### src/rtl/tx_packet_sender.sv
// RS232 transmitter for host-link response packets: STX, addr, 4 data bytes,
// XOR checksum, ETX, each sent as an 8N1 frame with no inter-frame gap.
module tx_packet_sender #(
  parameter int unsigned CLKS_PER_BIT = 47,
  parameter logic [7:0]  STX          = 8'h02,
  parameter logic [7:0]  ETX          = 8'h03
) (
  input  logic        clk,
  input  logic        rst,
  input  logic        tx_start,
  input  logic [6:0]  tx_addr,
  input  logic [31:0] tx_data,
  output logic        tx,
  output logic        busy,
  output logic        done
);

  localparam int unsigned BAUD_W   = (CLKS_PER_BIT > 1) ? $clog2(CLKS_PER_BIT) : 1;
  localparam int unsigned CNT_W    = 3;
  localparam int unsigned PKT_W    = 64;
  localparam int unsigned BYTE_W   = 8;
  localparam logic [BAUD_W-1:0] BAUD_LAST = BAUD_W'(CLKS_PER_BIT - 1);
  localparam logic [CNT_W-1:0]  LAST_BIT  = CNT_W'(7);
  localparam logic [CNT_W-1:0]  LAST_BYTE = CNT_W'(7);

  typedef enum logic [2:0] {
    S_IDLE,
    S_START,
    S_DATA,
    S_STOP,
    S_DONE
  } state_t;

  state_t              state_q, state_d;
  logic [BAUD_W-1:0]   baud_q, baud_d;
  logic [CNT_W-1:0]    bit_q, bit_d;
  logic [CNT_W-1:0]    byte_q, byte_d;
  logic [PKT_W-1:0]    packet_q, packet_d;
  logic                tx_d, busy_d, done_d;

  logic                baud_wrap;
  logic [CNT_W-1:0]    bit_nxt;
  logic [BYTE_W-1:0]   cur_byte;
  logic [BYTE_W-1:0]   addr_byte;
  logic [BYTE_W-1:0]   checksum;
  logic [PKT_W-1:0]    new_packet;

  // Packet image with byte0 in the least significant byte.
  assign addr_byte  = {1'b0, tx_addr};
  assign checksum   = addr_byte ^ tx_data[7:0] ^ tx_data[15:8]
                    ^ tx_data[23:16] ^ tx_data[31:24];
  assign new_packet = {ETX, checksum, tx_data, addr_byte, STX};

  assign baud_wrap = (baud_q == BAUD_LAST);
  assign bit_nxt   = bit_q + CNT_W'(1);
  assign cur_byte  = packet_q[{byte_q, 3'b000} +: BYTE_W];

  // State and datapath registers; outputs are registered copies of their next values.
  always_ff @(posedge clk) begin
    if (rst) begin
      state_q  <= S_IDLE;
      baud_q   <= '0;
      bit_q    <= '0;
      byte_q   <= '0;
      packet_q <= '0;
      tx       <= 1'b1;
      busy     <= 1'b0;
      done     <= 1'b0;
    end else begin
      state_q  <= state_d;
      baud_q   <= baud_d;
      bit_q    <= bit_d;
      byte_q   <= byte_d;
      packet_q <= packet_d;
      tx       <= tx_d;
      busy     <= busy_d;
      done     <= done_d;
    end
  end

  // Next-state and next-output logic.
  always_comb begin
    state_d  = state_q;
    baud_d   = baud_q;
    bit_d    = bit_q;
    byte_d   = byte_q;
    packet_d = packet_q;
    tx_d     = 1'b1;
    busy_d   = busy;
    done_d   = 1'b0;

    case (state_q)
      S_IDLE: begin
        busy_d = 1'b0;
        if (tx_start) begin
          state_d  = S_START;
          packet_d = new_packet;
          baud_d   = '0;
          bit_d    = '0;
          byte_d   = '0;
          tx_d     = 1'b0;
          busy_d   = 1'b1;
        end
      end

      S_START: begin
        tx_d = 1'b0;
        if (baud_wrap) begin
          baud_d  = '0;
          state_d = S_DATA;
          tx_d    = cur_byte[0];
        end else begin
          baud_d = baud_q + BAUD_W'(1);
        end
      end

      S_DATA: begin
        tx_d = cur_byte[bit_q];
        if (baud_wrap) begin
          baud_d = '0;
          if (bit_q == LAST_BIT) begin
            bit_d   = '0;
            state_d = S_STOP;
            tx_d    = 1'b1;
          end else begin
            bit_d = bit_nxt;
            tx_d  = cur_byte[bit_nxt];
          end
        end else begin
          baud_d = baud_q + BAUD_W'(1);
        end
      end

      S_STOP: begin
        tx_d = 1'b1;
        if (baud_wrap) begin
          baud_d = '0;
          if (byte_q == LAST_BYTE) begin
            state_d = S_DONE;
            done_d  = 1'b1;
          end else begin
            byte_d  = byte_q + CNT_W'(1);
            bit_d   = '0;
            state_d = S_START;
            tx_d    = 1'b0;
          end
        end else begin
          baud_d = baud_q + BAUD_W'(1);
        end
      end

      S_DONE: begin
        // busy stays high through the done cycle, so requests here are ignored.
        state_d = S_IDLE;
        busy_d  = 1'b0;
      end

      default: begin
        state_d = S_IDLE;
        busy_d  = 1'b0;
      end
    endcase
  end

endmodule

### config.mk
export PLATFORM = sky130hd
export DESIGN_NAME = tx_packet_sender
export DESIGN_NICKNAME = d
export VERILOG_FILES = /design/src/rtl/tx_packet_sender.sv
export SDC_FILE = /design/constraint.sdc
export NUM_CORES = 1
export LEC_CHECK = 0
export ABC_AREA = 1
export CAP_MARGIN = 40
export CELL_PAD_IN_SITES_DETAIL_PLACEMENT = 2
export CELL_PAD_IN_SITES_GLOBAL_PLACEMENT = 2
export CORE_MARGIN = 1
export CORE_UTILIZATION = 30
export CTS_BUF_LIST = sky130_fd_sc_hd__clkbuf_4 sky130_fd_sc_hd__clkbuf_8
export DETAILED_ROUTE_END_ITERATION = 8
export HOLD_SLACK_MARGIN = 0.12
export PLACE_DENSITY = 0.74
export SETUP_SLACK_MARGIN = 0.4
export SYNTH_ARGS = -nofsm -noshare
export SYNTH_HDL_FRONTEND = slang
export SYNTH_SLANG_ARGS = --single-unit
### constraint.sdc
create_clock -name clk -period 1.9 [get_ports clk]
set_input_delay 0.38 -clock clk [delete_from_list [all_inputs] [get_ports clk]]
set_output_delay 0.38 -clock clk [all_outputs]
set_load 0.05 [all_outputs]
==> impl_metrics.ini, run 1 <==
[power_and_ir_drop]
finalPower_mw = 5.06
leakage_nw = 1.96
ir_drop_uv = 514
powerDensity_nw_per_um2 = 1070

[critical_path]
cp_max_fo = 6
worstPathArrival_ns = 1.81
cp-start-kind = flip-flop
worst_setup_path_end_kind = flip-flop
cp.required_ns = 2.15
r2r-start = byte_q[0]
cp-startpoint = byte_q[0]
rr_worst_depth = 8
crit_type = flip-flop to flip-flop

[cts]
cts_num_sinks = 66
clk-insertion-delay-late_ns = 0.35
cts.path.max_buffers = 2
clkTransAtPathRegs_ns = 0.07
cts_tree = done
root_buffer = clkbuf_8
htreeDepth = 3
cts_buffers = 9

[sta]
hold_violations = 0
fin_crit_ns = 1.56
finalMaxSlewViolations = 0
hold_slack_ns = 0.455
fmax_mhz = 639
setup-tns-final_ns = 0
setup_viol = 0
worst_pin_slew_ns = 0.445
max_slew_margin_pct = 70.1
skew_ns = 0.00686
rsz0062_at_grt = yes
period_share_pct = 82.3

[global_route]
grt_use_met1_pct = 26.2
grt_overflow = 0
grt_pass1_vias = 3943
antenna_found_initial = 0
grt_first_pass_wirelength_mm = 20.4
grtUsageMet3_pct = 3.40
top_usage_layer = met2
grt_util_met2_pct = 36.4
grt_max_degree = 69
grt_usage_pct = 20.9

[synthesis]
netlist_area_um2 = 3630
yosysSeqAreaShare_pct = 36.4
ys_ff_latch = 66
synthesis.nets = 564
synth_top_area_share_pct = 36.4
synth_area_leaders = dfxtp_1 (36%), nand2_1 (10%), nand3_1 (8.0%)
synth_cell_types = 37
syn_inst = 516
synth.largest_area_cell = dfxtp_1
yosys_warnings = 0
avgSynthCellArea_um2 = 7.04

[die]
core_um2 = 11600
die-area_um2 = 12600
die_w_um = 112
dieHeight_um = 112
ios = 45
start_util_pct = 31.3
row_count = 39

[routing]
viasPerCell = 5.02
drtIter0Drc = 151
remaining_drc_errors = 2
vias = 3636
drtAntennaViolNets = 0
wl_per_cell_um = 17.3
firstDrtPassIters = 7
drt-total-wl_mm = 12.5

[cells_and_area]
layout_common_cells = nand2_1 (96), nand3_1 (57), dfxtp_1 (54), inv_1 (53), nor2_1 (45)
diodes = 0
fillers = 1372
layout-drive-gt1-share_pct = 18.8
nNetsFinal = 626
layout.cells.non_filler = 724
syn2layout_area_growth_pct = 30.6
final_common_cell = nand2_1

[job]
drv_cap = 0

[placed_design]
dp_hpwl_mm = 8.56
placed_cells = 690
place_congestion = 0.792
io_buffers = 44

[hold_path]
hold_class = flip-flop to flip-flop
hp-start = packet_q[40]
worstHoldPathCells = 2

[outcome]
violations = DRC
status = finished with violations
## worst max-delay path: stages, from the launching register on
cell	delay (ns)
dfxtp_4	0.39
ha_2	0.21
ha_4	0.16
nand4_1	0.10
nand2_2	0.11
a21oi_2	0.19
o2111ai_1	0.14
inv_1	0.10
nand2_1	0.06
## registers in the layout (all words and copies together) (netlist names)
name	cells
busy	1
done	1
byte_q	3
tx	1
packet_q	48
bit_q	3
state_q	3
baud_q	6
## path summary, 6_finish.rpt
| kind | to | slack [ns] |
|---|---|---|
| worst min register to register | packet_q[40] | 0.46 |
| worst min-delay path | packet_q[40] | 0.46 |
| worst max-delay path | tx | 0.34 |
| worst max register to register | tx | 0.34 |
## synth_stat cells
library cell,count
o2111ai_1,1
inv_4,1
dfxtp_1,66
inv_6,1
nor2_1,49
buf_2,2
nand3_1,58
a21oi_4,1
a211oi_1,2
o22ai_1,1
o31ai_1,1
o221ai_1,7
buf_6,8
nor2_4,2
inv_1,56
nand2_2,1
nand3_2,2
xnor2_1,25
nand3b_1,2
buf_8,1
clkinv_1,1
a31oi_1,1
nand2_1,101
o21ai_0,41
xor2_1,2
ha_1,6
nand4_4,1
a221oi_2,1
clkbuf_1,12
o21ai_1,2
a21oi_1,41
buf_4,4
nor3_1,3
inv_2,5
nor2_2,4
nand4_1,3
o211ai_1,1
## timing repair
action	4_1_cts	5_1_grt
buffers inserted	12	8
resized for setup	38	45
setup endpoints to repair	46	61
endpoints found under the hold margin	0	0
hold buffers	0	0
pin swaps	8	8
cloned	0	0
## per-layer routing
layer / wire, um / up-vias
met4: 268 / 0
li1: - / 1800
met3: 276 / 20
met5: 0 / -
met1: 5850 / 1773
met2: 6130 / 43
## logic make-up after synthesis
| kind of cell | Yosys count | share of synthesized area (%) |
|---|---|---|
| fa+ha+maj | 6 | 2.07 |
| compound gates | 100 | 15.5 |
| buf+inv | 91 | 12.1 |
| simple gates | 226 | 27.5 |
| xor+xnor | 27 | 6.51 |
| flops | 66 | 36.4 |
## power by group
group	switching [mW]	total, mW	leakage (nW)	internal [mW]
Clock	0.551	1.06	0.0845	0.505
Sequential	0.195	1.95	0.550	1.75
Combinational	1.24	2.05	1.32	0.810
## layout make-up
type	count	area, um^2	share of cell area, %
multi-input cells	359	2030	42.7
inverters	64	253	5.33
clock buffers	11	145	3.06
flip-flops and latches	66	1350	28.4
clock inverters	3	17.5	0.369
repair buffers	78	776	16.4
well taps	143	179	3.77
## through the flow
step                      setup slack, ns  area, um^2  utilization (%)
after floorplan                     0.487        3630                -
after global placement              0.103        4200             36.2
after detailed placement           0.0319        4200             36.2
after CTS                           0.359        4550             39.2
after global routing                0.228        4740             40.9
final                               0.336        4740             40.9
Power figures use the tool's default switching activity.
==> run 2: changes to the inputs <==
- clock period: 1.9 -> 1.55 ns (I/O delays scaled with it)
==> impl_metrics.ini, run 2 (synthesis results as in run 1) <==
[outcome]
status = finished with violations
violations = DRC, setup timing

[cts]
htreeDepth = 3
cts_buffers = 9
clkTransAtPathRegs_ns = 0.09
ctsHoldBuffers = 0
cts_tree = done
root_buffer = clkbuf_8
cts.path.max_buffers = 2
clk-insertion-delay-late_ns = 0.39
cts_num_sinks = 66

[die]
die-area_um2 = 12600
ios = 45
die_w_um = 112
core_um2 = 11600
dieHeight_um = 112
row_count = 39
start_util_pct = 31.3

[hold_path]
hold_class = flip-flop to flip-flop
worstHoldPathCells = 2

[power_and_ir_drop]
finalPower_mw = 7.86
power.internal_mw = 4.57
seqPwrFrac_pct = 31.2
ir_drop_uv = 817
p_sw_share_pct = 41.8
leakage_nw = 2.36
pwr-share-clk_pct = 17.7
p_comb_share_pct = 51.2
powerDensity_nw_per_um2 = 1370
p_sw_mw = 3.29

[global_route]
grt_overflow = 0
grt_max_degree = 30
antenna_found_initial = 0
grt_usage_pct = 25.7
grt_first_pass_wirelength_mm = 24.2
grt_pass1_vias = 4382

[sta]
setup_viol = 16
fin_crit_ns = 1.87
skew_ns = 0.0194
worst_pin_slew_ns = 0.402
hold_violations = 0
period_share_pct = 121
setup-tns-final_ns = -1.69
rsz0062_at_grt = yes
fmax_mhz = 534
setup_ws_ns = -0.322
finalMaxSlewViolations = 0
max_slew_margin_pct = 73.0

[cells_and_area]
diodes = 0
fillers = 1285
layout.cells.non_filler = 776
largestRegisters = packet_q x48, baud_q x6
layout_common_cells = nand2_1 (80), buf_4 (59), dfxtp_1 (52), inv_1 (51), nand3_1 (44)
syn2layout_area_growth_pct = 57.4
largest_reg_flops = 48
nNetsFinal = 678
layout-drive-gt1-share_pct = 38.4
top_register = packet_q
regArea_um2 = 1350
multi_input_area_um2 = 2390
final_core_util_pct = 49.2
final_common_cell = nand2_1

[routing]
drtAntennaViolNets = 0
viasPerCell = 5.44
remaining_drc_errors = 3
firstDrtPassIters = 7
drtIter0Drc = 211
vias = 4223
wl_per_cell_um = 25.1
drt-total-wl_mm = 19.5

[critical_path]
rr_worst_depth = 11
crit_type = flip-flop to flip-flop
worst_setup_path_end_kind = flip-flop
cp_max_fo = 5
worstPathArrival_ns = 2.14
cp-start-kind = flip-flop
cp.required_ns = 1.82
reg2reg_slack_ns = -0.32

[placed_design]
dpl_worst_slack_ns = -0.176
placed_cells = 722
place_congestion = 0.769
io_buffers = 44
dp_hpwl_mm = 9.70

[job]
drv_cap = 0
run 2: changes by cell type in the layout (fill, tap and decap cells not counted), sizes merged:
cell / change
clkinvlp: -1
buf: +51
dlymetal6s2s: -1
clkdlybuf4s15: -2
inv: -1
clkbuf: +4
bufbuf: +2
clkinv: -1
clkdlybuf4s50: +1
run 2: final timing paths:
| path | from | endpoint |
|---|---|---|
| hold / removal | packet_q[45] | packet_q[45] |
| hold reg to reg | packet_q[45] | packet_q[45] |
| setup reg to reg | byte_q[0] | tx |
| setup / recovery | byte_q[0] | tx |
run 2: power by group through the flow:
| stage | registers, mW | clock network, mW | logic, mW |
|---|---|---|---|
| floorplan | 2.38 | 0 | 1.71 |
| global placement | 2.39 | 0 | 2.38 |
| detailed placement | 2.41 | 0 | 2.51 |
| CTS | 2.39 | 1.38 | 3.32 |
| global route | 2.48 | 1.47 | 4.22 |
| finish | 2.45 | 1.39 | 4.02 |
run 2: what timing repair did:
item	CTS	global route
resized for setup	66	54
gates cloned	4	1
setup endpoints to repair	69	69
pin swaps	13	26
buffers inserted	19	16
run 2: per-stage QoR:
stage          hold slack [ns]  instance area (um^2)
2_1_floorplan            0.430                  3910
3_3_place_gp             0.442                  4680
3_5_place_dp             0.451                  4680
4_1_cts                  0.461                  5340
5_1_grt                  0.498                  5720
6_report                 0.477                  5720
run 2: cell type report:
cell class	instances	area share, %
multi-input combinational	359	41.9
sequential	66	23.6
timing repair buffer	130	23.9
clock buffer	14	2.93
inverter	64	4.60
tap	143	3.13
run 2: critical path, stage by stage (launching register included):
cell and delay, ns:
dfxtp_4 0.38, buf_12 0.15, buf_4 0.14, nand3_1 0.08
nand4_1 0.19, buf_4 0.20, nand3_1 0.08, nand3_1 0.15
nand3_2 0.12, nand3_2 0.09, nand3_2 0.10, nand2_2 0.06
run 2: routing by layer:
metal / GRT usage (%) / vias up / part of all wire, %
li1: - / 1903 / -
met1: 29.6 / 2112 / 41
met2: 45.5 / 136 / 50
met3: 5.35 / 72 / 3.5
met4: 12.1 / 0 / 5.6
met5: 0 / - / 0
==> run 3: changes to the inputs <==
- clock period: 1.55 -> 2.05 ns (I/O delays scaled with it)
==> impl_metrics.ini, run 3 (synthesis results as in run 1) <==
[cells_and_area]
layout-drive-gt1-share_pct = 15.7
diodes = 0
largestRegisters = packet_q x48, baud_q x6
layout_common_cells = nand2_1 (91), dfxtp_1 (58), inv_1 (55), nand3_1 (49), nor2_1 (48)
largest_reg_flops = 48
fillers = 1379
final_core_util_pct = 39.5
nNetsFinal = 611
top_register = packet_q
layout.cells.non_filler = 711
regArea_um2 = 1330
final_common_cell = nand2_1
syn2layout_area_growth_pct = 26.3
fin_area_um2 = 4590
multi_input_area_um2 = 1990

[die]
dieHeight_um = 112
ios = 45
die-area_um2 = 12600
start_util_pct = 31.3
die_w_um = 112
core_um2 = 11600
row_count = 39

[outcome]
violations = DRC
status = finished with violations

[routing]
drt-total-wl_mm = 12.3
viasPerCell = 5.06
drtAntennaViolNets = 0
remaining_drc_errors = 2
wl_per_cell_um = 17.3
firstDrtPassIters = 6
vias = 3598
drtIter0Drc = 126

[cts]
ctsHoldBuffers = 0
cts_tree = done
cts_num_sinks = 66
clkTransAtPathRegs_ns = 0.07
htreeDepth = 3
clk-insertion-delay-late_ns = 0.37
cts_buffers = 9
root_buffer = clkbuf_8
cts.path.max_buffers = 2

[sta]
max_slew_margin_pct = 66.9
setup-tns-final_ns = 0
worst_pin_slew_ns = 0.499
rsz0062_at_grt = yes
finalMaxSlewViolations = 0
setup_ws_ns = 0.382
fmax_mhz = 600
hold_slack_ns = 0.459
fin_crit_ns = 1.67
setup_viol = 0
skew_ns = 0.00537
period_share_pct = 81.4
hold_violations = 0

[critical_path]
max_stage_delay_ns = 0.36
cp.required_ns = 2.33
cp_max_fo = 4
rr_worst_depth = 9
cp-startpoint = state_q[1]
crit_slowest_cell = dfxtp_2
crit_type = flip-flop to flip-flop
worst_setup_path_end_kind = flip-flop
r2r-start = state_q[1]
path_cells = inv_1 > nor2_2 > inv_2 > nor2_4 > inv_2 > nor2_2 > nand3b_1 > o21ai_1 > a21oi_1
r2r_end = state_q[0]
worstPathArrival_ns = 1.95
cp-start-kind = flip-flop
reg2reg_slack_ns = 0.38

[power_and_ir_drop]
powerDensity_nw_per_um2 = 995
ir_drop_uv = 354
finalPower_mw = 4.57
leakage_nw = 1.90

[global_route]
grt_first_pass_wirelength_mm = 20.3
antenna_found_initial = 0
grt_overflow = 0
grt_pass1_vias = 3995
grt_max_degree = 69
grt_usage_pct = 21.0

[placed_design]
dp_hpwl_mm = 8.56
io_buffers = 44
placed_cells = 687
dpl_worst_slack_ns = 0.179
place_congestion = 0.790
place_area_um2 = 4170

[hold_path]
hold_end = packet_q[21]
hold_class = flip-flop to flip-flop
worstHoldPathCells = 2
hp-start = packet_q[21]

[job]
drv_cap = 0
run 3: changes by cell type in the layout (fill, tap and decap cells not counted), moves of 6 or more:
cell     before  now
o21ai_2      19    0
buf_12        9    2
nor2_4        9    3
buf_6        14    3
o21ai_0      10   41
o21ai_1      12    2
a21oi_1      13   39
nand2_2      20   11
dfxtp_1      52   58
a21oi_2      27    1
nand2_1      80   91
buf_4        59   13
run 3: repair_timing:
item	4_1_cts	5_1_grt
pin swaps	12	7
setup buffers	5	2
gates resized for setup	22	27
endpoints found under the setup margin	10	15
cloned	1	0
run 3: worst max path at each step:
stage | endpoint | cells past startpoint
after floorplan | state_q[1] | 9
after global placement | packet_q[54] | 7
after detailed placement | packet_q[51] | 7
after CTS | busy | 1
after global routing | state_q[1] | 9
final | state_q[0] | 9
run 3: layout make-up:
class                           instances  area share, %
Sequential cell                        66           29.1
Multi-Input combinational cell        359           43.3
Tap cell                              143           3.90
Clock inverter                          1          0.109
Timing Repair Buffer                   63           13.8
Inverter                               64           5.51
Clock buffer                           15           4.36
run 3: worst max-delay path, delay by kind of cell, from the launching register on:
family | cells | cell delay, ns
AO/OA/AOI/OAI | 2 | 0.28
buffers and inverters | 3 | 0.27
flip-flops | 1 | 0.36
AND/OR/NAND/NOR | 4 | 0.68
run 3: routing by layer:
layer	vias to the layer above	GRT usage, %	routed length [um]
li1	1768	-	-
met1	1780	26.8	5770
met2	36	35.7	6080
met3	14	3.02	230
met4	0	8.36	236
met5	-	0	0
run 3: where the power goes:
| part | leakage (nW) | total, mW | internal, mW | switching (mW) |
|---|---|---|---|---|
| Combinational | 1.25 | 1.61 | 0.569 | 1.04 |
| Clock | 0.109 | 1.15 | 0.617 | 0.531 |
| Sequential | 0.548 | 1.81 | 1.62 | 0.190 |
| Total | 1.90 | 4.57 | 2.81 | 1.76 |
